==> config.mk <==
export PLATFORM = sky130hd
export DESIGN_NAME = stream_rr_arbiter
export DESIGN_NICKNAME = d
export VERILOG_FILES = /design/src/rtl/stream_arb_pkg.sv /design/src/rtl/stream_skid_buf.sv /design/src/rtl/stream_rr_arbiter.sv
export SDC_FILE = /design/constraint.sdc
export NUM_CORES = 1
export LEC_CHECK = 0
export ABC_AREA = 1
export CAP_MARGIN = 20
export CORE_MARGIN = 2
export CORE_UTILIZATION = 50
export CTS_CLUSTER_DIAMETER = 40
export CTS_CLUSTER_SIZE = 28
export DETAILED_ROUTE_END_ITERATION = 6
export PLACE_DENSITY_LB_ADDON = 0.3
export SLEW_MARGIN = 20
export SYNTH_ARGS = -nofsm -noshare
export SYNTH_HDL_FRONTEND = slang
export SYNTH_HIERARCHICAL = 1
export SYNTH_SLANG_ARGS = --single-unit
==> constraint.sdc <==
create_clock -name clk -period 4.4 [get_ports clk]
set_clock_uncertainty 0.1 [all_clocks]
set_input_delay 0.44 -clock clk [delete_from_list [all_inputs] [get_ports clk]]
set_output_delay 0.44 -clock clk [all_outputs]
set_load 0.02 [all_outputs]
==> src/rtl/stream_arb_pkg.sv <==
// Shared types and the round-robin pick helper for the stream arbiter.
package stream_arb_pkg;

  localparam int unsigned CTRL_LAST_BIT = 0;
  localparam int unsigned MAX_MASTERS   = 8;
  localparam int unsigned PICK_W        = 3;

  typedef enum logic [0:0] {ARB_IDLE, ARB_LOCKED} arb_state_e;

  typedef struct packed {
    logic              found;
    logic [PICK_W-1:0] idx;
  } rr_pick_t;

  // First set bit of valid at or above ptr, wrapping modulo n (n <= MAX_MASTERS, ptr < n).
  function automatic rr_pick_t rr_pick(input logic [MAX_MASTERS-1:0] valid,
                                       input logic [PICK_W-1:0]      ptr,
                                       input int unsigned            n);
    rr_pick_t    res;
    int unsigned i;
    res = '0;
    for (int unsigned k = 0; k < MAX_MASTERS; k++) begin
      if (k < n) begin
        i = 32'(ptr) + k;
        if (i >= n) i = i - n;
        if (!res.found && valid[PICK_W'(i)]) begin
          res.found = 1'b1;
          res.idx   = PICK_W'(i);
        end
      end
    end
    return res;
  endfunction

endpackage

==> src/rtl/stream_skid_buf.sv <==
// Two-entry registered skid buffer; in_ready comes from registered state only.
module stream_skid_buf #(
  parameter int unsigned W = 8
) (
  input  logic         clk,
  input  logic         rst,
  input  logic         in_valid,
  output logic         in_ready,
  input  logic [W-1:0] in_payload,
  output logic         out_valid,
  input  logic         out_ready,
  output logic [W-1:0] out_payload
);

  logic         out_valid_q, out_valid_d;
  logic         skid_valid_q, skid_valid_d;
  logic [W-1:0] out_q, out_d;
  logic [W-1:0] skid_q, skid_d;
  logic         accept;

  assign in_ready    = !skid_valid_q;
  assign accept      = in_valid && !skid_valid_q;
  assign out_valid   = out_valid_q;
  assign out_payload = out_q;

  // Output slot refills from the skid slot first, so order is preserved.
  always_comb begin
    out_valid_d  = out_valid_q;
    out_d        = out_q;
    skid_valid_d = skid_valid_q;
    skid_d       = skid_q;
    if (!out_valid_q || out_ready) begin
      if (skid_valid_q) begin
        out_valid_d  = 1'b1;
        out_d        = skid_q;
        skid_valid_d = 1'b0;
      end else begin
        out_valid_d = accept;
        if (accept) out_d = in_payload;
      end
    end else if (accept) begin
      skid_valid_d = 1'b1;
      skid_d       = in_payload;
    end
  end

  always_ff @(posedge clk) begin
    if (rst) begin
      out_valid_q  <= 1'b0;
      skid_valid_q <= 1'b0;
      out_q        <= '0;
      skid_q       <= '0;
    end else begin
      out_valid_q  <= out_valid_d;
      skid_valid_q <= skid_valid_d;
      out_q        <= out_d;
      skid_q       <= skid_d;
    end
  end

endmodule

==> src/rtl/stream_rr_arbiter.sv <==
// Round-robin arbiter sharing one registered output stream among NUM_MASTERS sources.
// Define STREAM_ARB_LOCK_EN to hold the grant for a whole burst (until ctrl LAST).
module stream_rr_arbiter
  import stream_arb_pkg::*;
#(
  parameter  int unsigned NUM_MASTERS = 4,
  parameter  int unsigned CTRL_BITS   = 8,
  parameter  int unsigned DATA_BITS   = 32,
  parameter  int unsigned CNT_BITS    = 16,
  localparam int unsigned SRC_W       = $clog2(NUM_MASTERS)
) (
  input  logic                             clk,
  input  logic                             rst,
  input  logic [NUM_MASTERS-1:0]           in_valid,
  output logic [NUM_MASTERS-1:0]           in_ready,
  input  logic [NUM_MASTERS*CTRL_BITS-1:0] in_ctrl,
  input  logic [NUM_MASTERS*DATA_BITS-1:0] in_data,
  output logic                             out_valid,
  input  logic                             out_ready,
  output logic [CTRL_BITS-1:0]             out_ctrl,
  output logic [DATA_BITS-1:0]             out_data,
  output logic [SRC_W-1:0]                 out_src,
  output logic [CNT_BITS-1:0]              beat_cnt
);

  localparam int unsigned PAY_W = SRC_W + CTRL_BITS + DATA_BITS;

  logic [CTRL_BITS-1:0] ctrl_arr [NUM_MASTERS];
  logic [DATA_BITS-1:0] data_arr [NUM_MASTERS];
  rr_pick_t             pick;
  logic                 grant_valid;
  logic [SRC_W-1:0]     grant_idx;
  logic [CTRL_BITS-1:0] grant_ctrl;
  logic [DATA_BITS-1:0] grant_data;
  logic                 buf_ready;
  logic                 can_accept;
  logic                 accept;
  logic [SRC_W-1:0]     ptr_q, ptr_d;
  logic [CNT_BITS-1:0]  cnt_q, cnt_d;
  logic [PAY_W-1:0]     out_payload;

  always_comb begin
    for (int unsigned i = 0; i < NUM_MASTERS; i++) begin
      ctrl_arr[i] = in_ctrl[i*CTRL_BITS +: CTRL_BITS];
      data_arr[i] = in_data[i*DATA_BITS +: DATA_BITS];
    end
  end

  assign pick = rr_pick(MAX_MASTERS'(in_valid), PICK_W'(ptr_q), NUM_MASTERS);

`ifdef STREAM_ARB_LOCK_EN
  arb_state_e       state_q, state_d;
  logic [SRC_W-1:0] owner_q, owner_d;

  // A locked burst owner keeps the grant even while it has no valid beat.
  always_comb begin
    grant_valid = pick.found;
    grant_idx   = SRC_W'(pick.idx);
    if (state_q == ARB_LOCKED) begin
      grant_valid = in_valid[owner_q];
      grant_idx   = owner_q;
    end
  end

  always_comb begin
    state_d = state_q;
    owner_d = owner_q;
    case (state_q)
      ARB_IDLE: begin
        if (accept && !grant_ctrl[CTRL_LAST_BIT]) begin
          state_d = ARB_LOCKED;
          owner_d = grant_idx;
        end
      end
      ARB_LOCKED: begin
        if (accept && grant_ctrl[CTRL_LAST_BIT]) state_d = ARB_IDLE;
      end
      default: state_d = ARB_IDLE;
    endcase
  end

  always_ff @(posedge clk) begin
    if (rst) begin
      state_q <= ARB_IDLE;
      owner_q <= '0;
    end else begin
      state_q <= state_d;
      owner_q <= owner_d;
    end
  end
`else
  always_comb begin
    grant_valid = pick.found;
    grant_idx   = SRC_W'(pick.idx);
  end
`endif

  assign grant_ctrl = ctrl_arr[grant_idx];
  assign grant_data = data_arr[grant_idx];

  // Nothing is offered while reset is asserted, so no beat is silently dropped.
  assign can_accept = buf_ready && !rst;
  assign accept     = grant_valid && can_accept;

  always_comb begin
    for (int unsigned i = 0; i < NUM_MASTERS; i++) begin
      in_ready[i] = can_accept && grant_valid && (grant_idx == SRC_W'(i));
    end
  end

  always_comb begin
    ptr_d = ptr_q;
    if (accept) begin
      ptr_d = (grant_idx == SRC_W'(NUM_MASTERS - 1)) ? '0 : grant_idx + SRC_W'(1);
    end
    cnt_d = cnt_q;
    if (out_valid && out_ready && (cnt_q != '1)) cnt_d = cnt_q + CNT_BITS'(1);
  end

  always_ff @(posedge clk) begin
    if (rst) begin
      ptr_q <= '0;
      cnt_q <= '0;
    end else begin
      ptr_q <= ptr_d;
      cnt_q <= cnt_d;
    end
  end

  stream_skid_buf #(
    .W (PAY_W)
  ) u_skid (
    .clk         (clk),
    .rst         (rst),
    .in_valid    (accept),
    .in_ready    (buf_ready),
    .in_payload  ({grant_idx, grant_ctrl, grant_data}),
    .out_valid   (out_valid),
    .out_ready   (out_ready),
    .out_payload (out_payload)
  );

  assign {out_src, out_ctrl, out_data} = out_payload;
  assign beat_cnt = cnt_q;

endmodule

# After elaboration in Yosys (flattened, before gate mapping)
# Index checks and enable logic that the tools add are counted.
# word_totals
reg_bits	104
out_inout_bits	63
wordCells	80
# classes
mux	26
n_bitwise	2
magnitude_cmp	9
n_addsub	9
reduce_logical	24
eq_ne	4
# op_table
cell	n
two-way mux 42 bit	2
binary-select mux 32 bit (select 2 bit)	1
two-way mux 32 bit	2
adder 16 x 1 -> 16 bit, second input constant	1
binary-select mux 8 bit (select 2 bit)	1
< comparator 3 x 4 -> 1 bit, second input constant	4
two-way mux 4 bit	4
two-way mux 8 bit	2
inequality test 16 bit, second input constant	1
binary-select mux 1 bit (select 3 bit)	4
greater-or-equal comparator 3 bit, second input constant	4
logical AND 1 bit	12
two-way mux 3 bit	4
subtractor 3 bit, second input constant	3
adder 2 x 2 -> 3 bit, second input constant	2
zero test 1 bit	6
two-way mux 1 bit	5
equality test 2 bit, second input constant	2
AND reduction 2 bit	2
adder 2 x 1 -> 3 bit, second input constant	1
greater-or-equal comparator 2 x 3 -> 1 bit, second input constant	1
NOT 2 -> 3 bit	1
subtractor 2 x 3 -> 3 bit, second input constant	1
adder 2 x 1 -> 2 bit, second input constant	1
other kinds (7)	7

# Logic depth before layout (Yosys ltp)
# logic_depth
word_depth	20
depth_mapped	19
mapped_depth_nobuf	17

# Hierarchy
# Netlist, hierarchy kept.
# modules_own_cells
module	cells_each	instances	seq_area_each_um2	area_per_inst_um2
stream_skid_buf	644	1	1721.7	3992.6
stream_rr_arbiter	605	1	360.3	2881.5

# Worst setup path before layout
# Ideal clock, no wire load.
# synth_path
path_kind	register to output
startpoint	register ptr_q[0]
endpoint	output port in_ready[3]
t_arrival_ns	1.866
path_stages_with_launch	12
path_slack_ns	1.994
path_buffers	3
t_required_ns	3.860
path_cell_list	dfxtp_1 > buf_4 > nand2_1 > nand3_1 > nand2_2 > nor2_4 > nand3_2 > nand2_4 > nand2_2 > buf_6 > buf_6 > nor3_1
# synth_via
elab_chain_cells	16
word_cells_on_any_way	36
classes_between	add/sub (7); order compare (4); eq/ne (1); mux (16); reduce/logical (8)
# synth_rtl
item	line	source
start, declared	stream_rr_arbiter.sv:38	logic [SRC_W-1:0] ptr_q, ptr_d;
start signal, assigned	stream_rr_arbiter.sv:125	ptr_q <= ptr_d;
branches (longest 13 deep; another with adder 2 x 1 -> 3 bit)	n/a	
two-way mux 4 bit (*)	stream_arb_pkg.sv:26	if (!res.found && valid[PICK_W'(i)]) begin
equality test 2 bit / logical AND 1 bit (equally long branches)	stream_rr_arbiter.sv:107	in_ready[i] = can_accept && grant_valid && (grant_idx == SRC_W'(i));
logical AND 1 bit (*)	stream_rr_arbiter.sv:107	
end, declared	stream_rr_arbiter.sv:15	output logic [NUM_MASTERS-1:0] in_ready,
# Mark *: on every way between the ends. The select of a mux whose other input is x is not followed.

# Worst setup path after layout
# layout_path
startpoint	register ptr_q[0]
endpoint	output port in_ready[2]
# The elaborated chain is that of the path after synthesis.

==> flow_summary.ini <==
[global_route]
antenna_found_initial = 0
grt_max_degree = 86
grt_pass1_vias = 7160
grtUsageTotal_pct = 27.3
grt_pass1_wl_um = 32700
overflow = 0

[power_and_ir_drop]
p_leak_nw = 4.48
combPwrFrac_pct = 66.2
clkPwrFrac_pct = 12.8
switchingPower_mw = 3.06
pwr_density_cell_nw_per_um2 = 636
swShare_pct = 51.4
peakVddDrop_mv = 0.433
seqPwrFrac_pct = 21.0
intPower_mw = 2.89

[detailed_routing]
first_pass_iters = 7
drc = 0
via_per_inst = 4.95
finalWirelength_um = 19800
drt_iter0_markers = 574
via_count = 7943
avgRoutedWirePerCell_um = 12.3
antenna_left = 0

[sta]
fin_crit_ps = 3660
worst_pin_slew_ps = 1100
rsz0062_at_grt = no
slew_viol_final = 0
setup_viol = 0
hold_viol = 0
max_freq_mhz = 273
min_period_over_period_pct = 83.3
setup_tns_ps = 0
relSlewSlack_pct = 26.6

[yosys]
synth_cell_types = 29
syn-num-nets = 1417
synth_largest_area_cell = dfxtp_1
synth-seq-cells = 104
synthCells = 1249
yosysWarnings = 6
syn_avg_cell_area_um2 = 5.50
synth_top_area_share_pct = 30.3
ys_seq_area_share_pct = 30.3
yosys-top-cells-area = dfxtp_1 30%, nand2_1 29%, nor2_1 11%, nand3_1 10%, inv_1 6.2%
synthesis.area_um2 = 6870

[cts]
cts-root-buf = clkbuf_16
clk_pin_slew_ps = 70
post_cts.repair.setup_buffers = 0
cts.sinks = 104
cts_resized = 0
htree_levels = 3
tritoncts = built
ctsHoldBuffers = 0
numCtsBuffers = 9
worstSkewPairLatency_ps = 350
clk_path_buf_depth = 2

[layout]
final_nets = 1591
final_cell_mix = 523 x nand2_1, 229 x clkdlybuf4s50_1, 192 x nor2_1
fill_cells = 1221
fin_cells = 1604
diodes = 0
design_area_um2 = 9360
layout-drive-gt1-share_pct = 2.94
layout_commonest_cell = nand2_1
area_growth_pct = 36.2

[critical_path]
crit_type = reg -> out
endpoint_kind = output pin
start_kind = flop
crit_path_max_fanout = 16
required_ps = 3860
cp.arrival_ps = 3120

[floorplan]
coreArea_um2 = 13300
rows = 42
start_util_pct = 51.5
dieArea_um2 = 14700
ios = 230
die_h_um = 121
fp.dieW_um = 121

[placed_design]
dp_cells = 1588
dpl.hpwl_um = 13700
gp_congestion = 0.900
placed_cell_area_um2 = 9080
portBuffers = 229

[min_path]
hold_path.class = reg -> reg

[outcome]
status = finished, final reports clean

[run]
drv_cap = 0
power by group through the flow:
stage / combinational, mW / clock (mW) / sequential (mW)
floorplan: 2.77 / 0 / 1.42
global placement: 3.88 / 0 / 1.26
detailed placement: 3.91 / 0 / 1.27
CTS: 3.93 / 0.778 / 1.25
global route: 4.48 / 0.819 / 1.27
finish: 3.94 / 0.764 / 1.25
per-stage QoR:
stage / hold WS, ps / worst slack, ps / utilization, % / total power [mW]
after floorplan: 355 / 1990 / - / 4.20
after global placement: 361 / 990 / 68.0 / 5.14
after detailed placement: 373 / 948 / 68.0 / 5.18
after CTS: 386 / 738 / 70.1 / 5.96
after global routing: 403 / 477 / 70.1 / 6.57
final: 385 / 736 / 70.1 / 5.95
path summary, 6_finish.rpt:
check / startpoint / endpoint / slack [ps] / cells past startpoint
worst min-delay path: u_skid/skid_q[13] / u_skid/skid_q[13] / 380 / 2
worst max register to register: ptr_q[0] / u_skid/out_payload[35] / 1230 / 17
worst max-delay path: ptr_q[0] / in_ready[2] / 740 / 13
worst min register to register: u_skid/skid_q[13] / u_skid/skid_q[13] / 380 / 2
cell type report:
| type | count | area [µm²] | area share, % |
|---|---|---|---|
| multi-input combinational | 951 | 3950 | 42.2 |
| timing repair buffer | 239 | 2380 | 25.4 |
| sequential | 104 | 2080 | 22.3 |
| inverter | 118 | 443 | 4.73 |
| clock buffer | 10 | 229 | 2.45 |
| tap | 176 | 220 | 2.35 |
| clock inverter | 6 | 52.6 | 0.561 |
flip-flops by register name, summed over array words and instances, names as in the netlist:
signal,count
beat_cnt,16
ptr_q,2
u_skid/out_payload,42
u_skid/out_valid,1
u_skid/skid_q,42
u_skid/skid_valid_q,1
critical path: stages, from the launching register on:
cell and delay [ps]:
dfxtp_1 610, inv_2 140, nand2_1 90, nand2_1 110
nand2_1 80, nand2_1 70, nor2_4 140, nand2_1 70
nand2_1 130, inv_1 50, nand2_1 400, nand3_1 170
inv_1 100, clkdlybuf4s50_1 610
synth_stat cells (all sizes together):
cell type,instances
a21boi,1
nor4,2
nor3,4
xor2,3
xnor2,1
nor2,197
nand3,139
a211oi,1
buf,49
nand2,529
ha,1
a21oi,14
inv,117
o21ai,53
nand4,5
nand3b,1
clkbuf,27
dfxtp,104
clkinv,1
logic make-up after synthesis:
logic type | Yosys count | synth area share, %
adder cells (fa/ha/maj) | 1 | 0.182
AO/OA/AOI/OAI | 69 | 5.10
AND/OR/NAND/NOR | 877 | 51.3
XOR/XNOR | 4 | 0.510
buffers and inverters | 194 | 12.6
flip-flops | 104 | 30.3
metal layers:
layer | share of wire, % | global-route usage [%]
met3 | 7.0 | 5.78
met1 | 43 | 34.5
met5 | 0 | 0
met4 | 2.2 | 9.55
met2 | 48 | 45.9
Note: power is estimated with default switching activity, not from simulation.
==> RTL edit, RTL diff (same settings) <==
Set the package constant `PICK_W` to 6 (it was 3).
--- a/src/rtl/stream_arb_pkg.sv
+++ b/src/rtl/stream_arb_pkg.sv
@@ -5,3 +5,3 @@
   localparam int unsigned MAX_MASTERS   = 8;
-  localparam int unsigned PICK_W        = 3;
+  localparam int unsigned PICK_W        = 6;
 
Check against the original RTL: equivalent (equiv_simple and equiv_induct, registers matched by name and starting in step).
==> RTL edit against the unedited design <==
- setup slack gained 0.035 ns
- sequential share of layout area decreased by 0.14 points
- critical path depth down 2
- area after synthesis rose by 0.24%
- synthesized cell count increased by 0.16%
- final cell count is 0.12% higher
- sequential power hardly changed
- total power grew 1.5%
- combinational power is essentially flat
- clock power grew 13%
- cell area rose by 0.63%
- sequential cell count did not move
- routed wire length rose by 2.1%
- highest routed layer unchanged
==> RTL edit: results (changes against the unedited design) <==
stage,metric,value,unit,change
worst_setup_path,ff2ff_setup_slack,1.32,ns,+0.09 ns
global_routing,grtUsageMet3,4.417,%,-1.4 points
synthesis,syn-num-nets,1419,,+0.14%
route,drtIter0Drc,563,,-1.9%
global_routing,grt_use_total,27.22,%,-0.042 points
layout,syn2layout_area_growth,36.70,%,
global_routing,grt_pass1_wl,32.49,mm,-0.78%
synthesis,ys_seq_area_share,30.22,%,-0.071 points
min_path,holdCritStartpoint,u_skid/skid_q[18]$_SDFFE_PP0P_,,
route,vias,7926,,-0.21%
synthesis,ys_types,27,,-6.9%
global_routing,met1_usage,34.84,%,+0.35 points
placed_design,dpl_worst_slack,0.9174,ns,-0.03048 ns
worst_setup_path,critPathMaxFanout,22,,+6
global_routing,use_met2,46.38,%,+0.49 points
layout,drive_above_1_share,2.939,%,about the same
sta,relSlewSlack,27.92,%,+1.4 points
min_path,min_delay_worst_endpoint,u_skid/skid_q[18]$_SDFFE_PP0P_,,
sta,hold-worst-slack,0.3819,ns,-0.002631 ns
layout,nNetsFinal,1593,,+0.13%
route,drt_wl_total,20.17,mm,+2.1%
run_status,status,finished clean,,
power_and_ir_drop,p_leak,4.509,nW,+0.57%
placed_design,post_dp_cell_area,9095,µm²,+0.18%
route,vias_per_cell,4.935,,-0.34%
global_routing,grt_pass1_vias,6964,,-2.7%
global_routing,antenna_found_initial,1,,+1
worst_setup_path,slowest_stage,clkdlybuf4s50_1,,
placed_design,finalWeightedCongestion,0.8804,,-2.2%
synthesis,synth_commonest_cells,"nand2_1, nor2_1, nand3_1, inv_1, dfxtp_1",,
worst_setup_path,r2r-end,u_skid/out_payload[32]$_SDFFE_PP0P_,,
RTL edit: cells by family (layout without fill, tap and decap cells):
kind of cell | Yosys count | in the layout | share of synthesized area [%]
buffers and inverters | 195 | 373 | 12.67
XOR/XNOR | 7 | 7 | 0.8898
flip-flops | 104 | 104 | 30.22
AND/OR/NAND/NOR | 880 | 880 | 51.35
other | 0 | 1 | 0
AO/OA/AOI/OAI | 64 | 64 | 4.685
adder cells (fa/ha/maj) | 1 | 1 | 0.1816
RTL edit: worst max path at each step:
stage	from	to	slack [ns]	cells after the start
2_1_floorplan	ptr_q[0]$_SDFFE_PP0P_	in_ready[3]	1.98	11
3_3_place_gp	in_valid[0]	in_ready[1]	1.00	10
3_5_place_dp	in_valid[0]	in_ready[1]	0.92	10
4_1_cts	ptr_q[0]$_SDFFE_PP0P_	in_ready[1]	0.77	11
5_1_grt	ptr_q[0]$_SDFFE_PP0P_	in_ready[0]	0.55	11
6_report	ptr_q[0]$_SDFFE_PP0P_	in_ready[1]	0.77	11
RTL edit: power breakdown:
group	leakage (nW)	internal, W	total [W]	switching [W]
combinational	3.50	0.00136	0.00393	0.00256
clock	0.159	0.000526	0.000867	0.000341
sequential	0.852	0.00113	0.00125	0.000116
total	4.51	0.00302	0.00605	0.00302
RTL edit: cell type report:
cell class / count / area [µm²]
tap: 176 / 220.2
fill: 1181 / 3929
antenna: 1 / 2.502
timing repair buffer: 239 / 2380
multi-input combinational: 952 / 3965
clock buffer: 12 / 256.5
sequential: 104 / 2083
inverter: 119 / 446.7
clock inverter: 3 / 65.06
RTL edit: routing by layer:
metal / vias to the layer above / share of wire [%]
li1: 4157 / -
met1: 3483 / 43
met2: 259 / 48
met3: 27 / 6.6
met4: 0 / 2.0
met5: - / 0
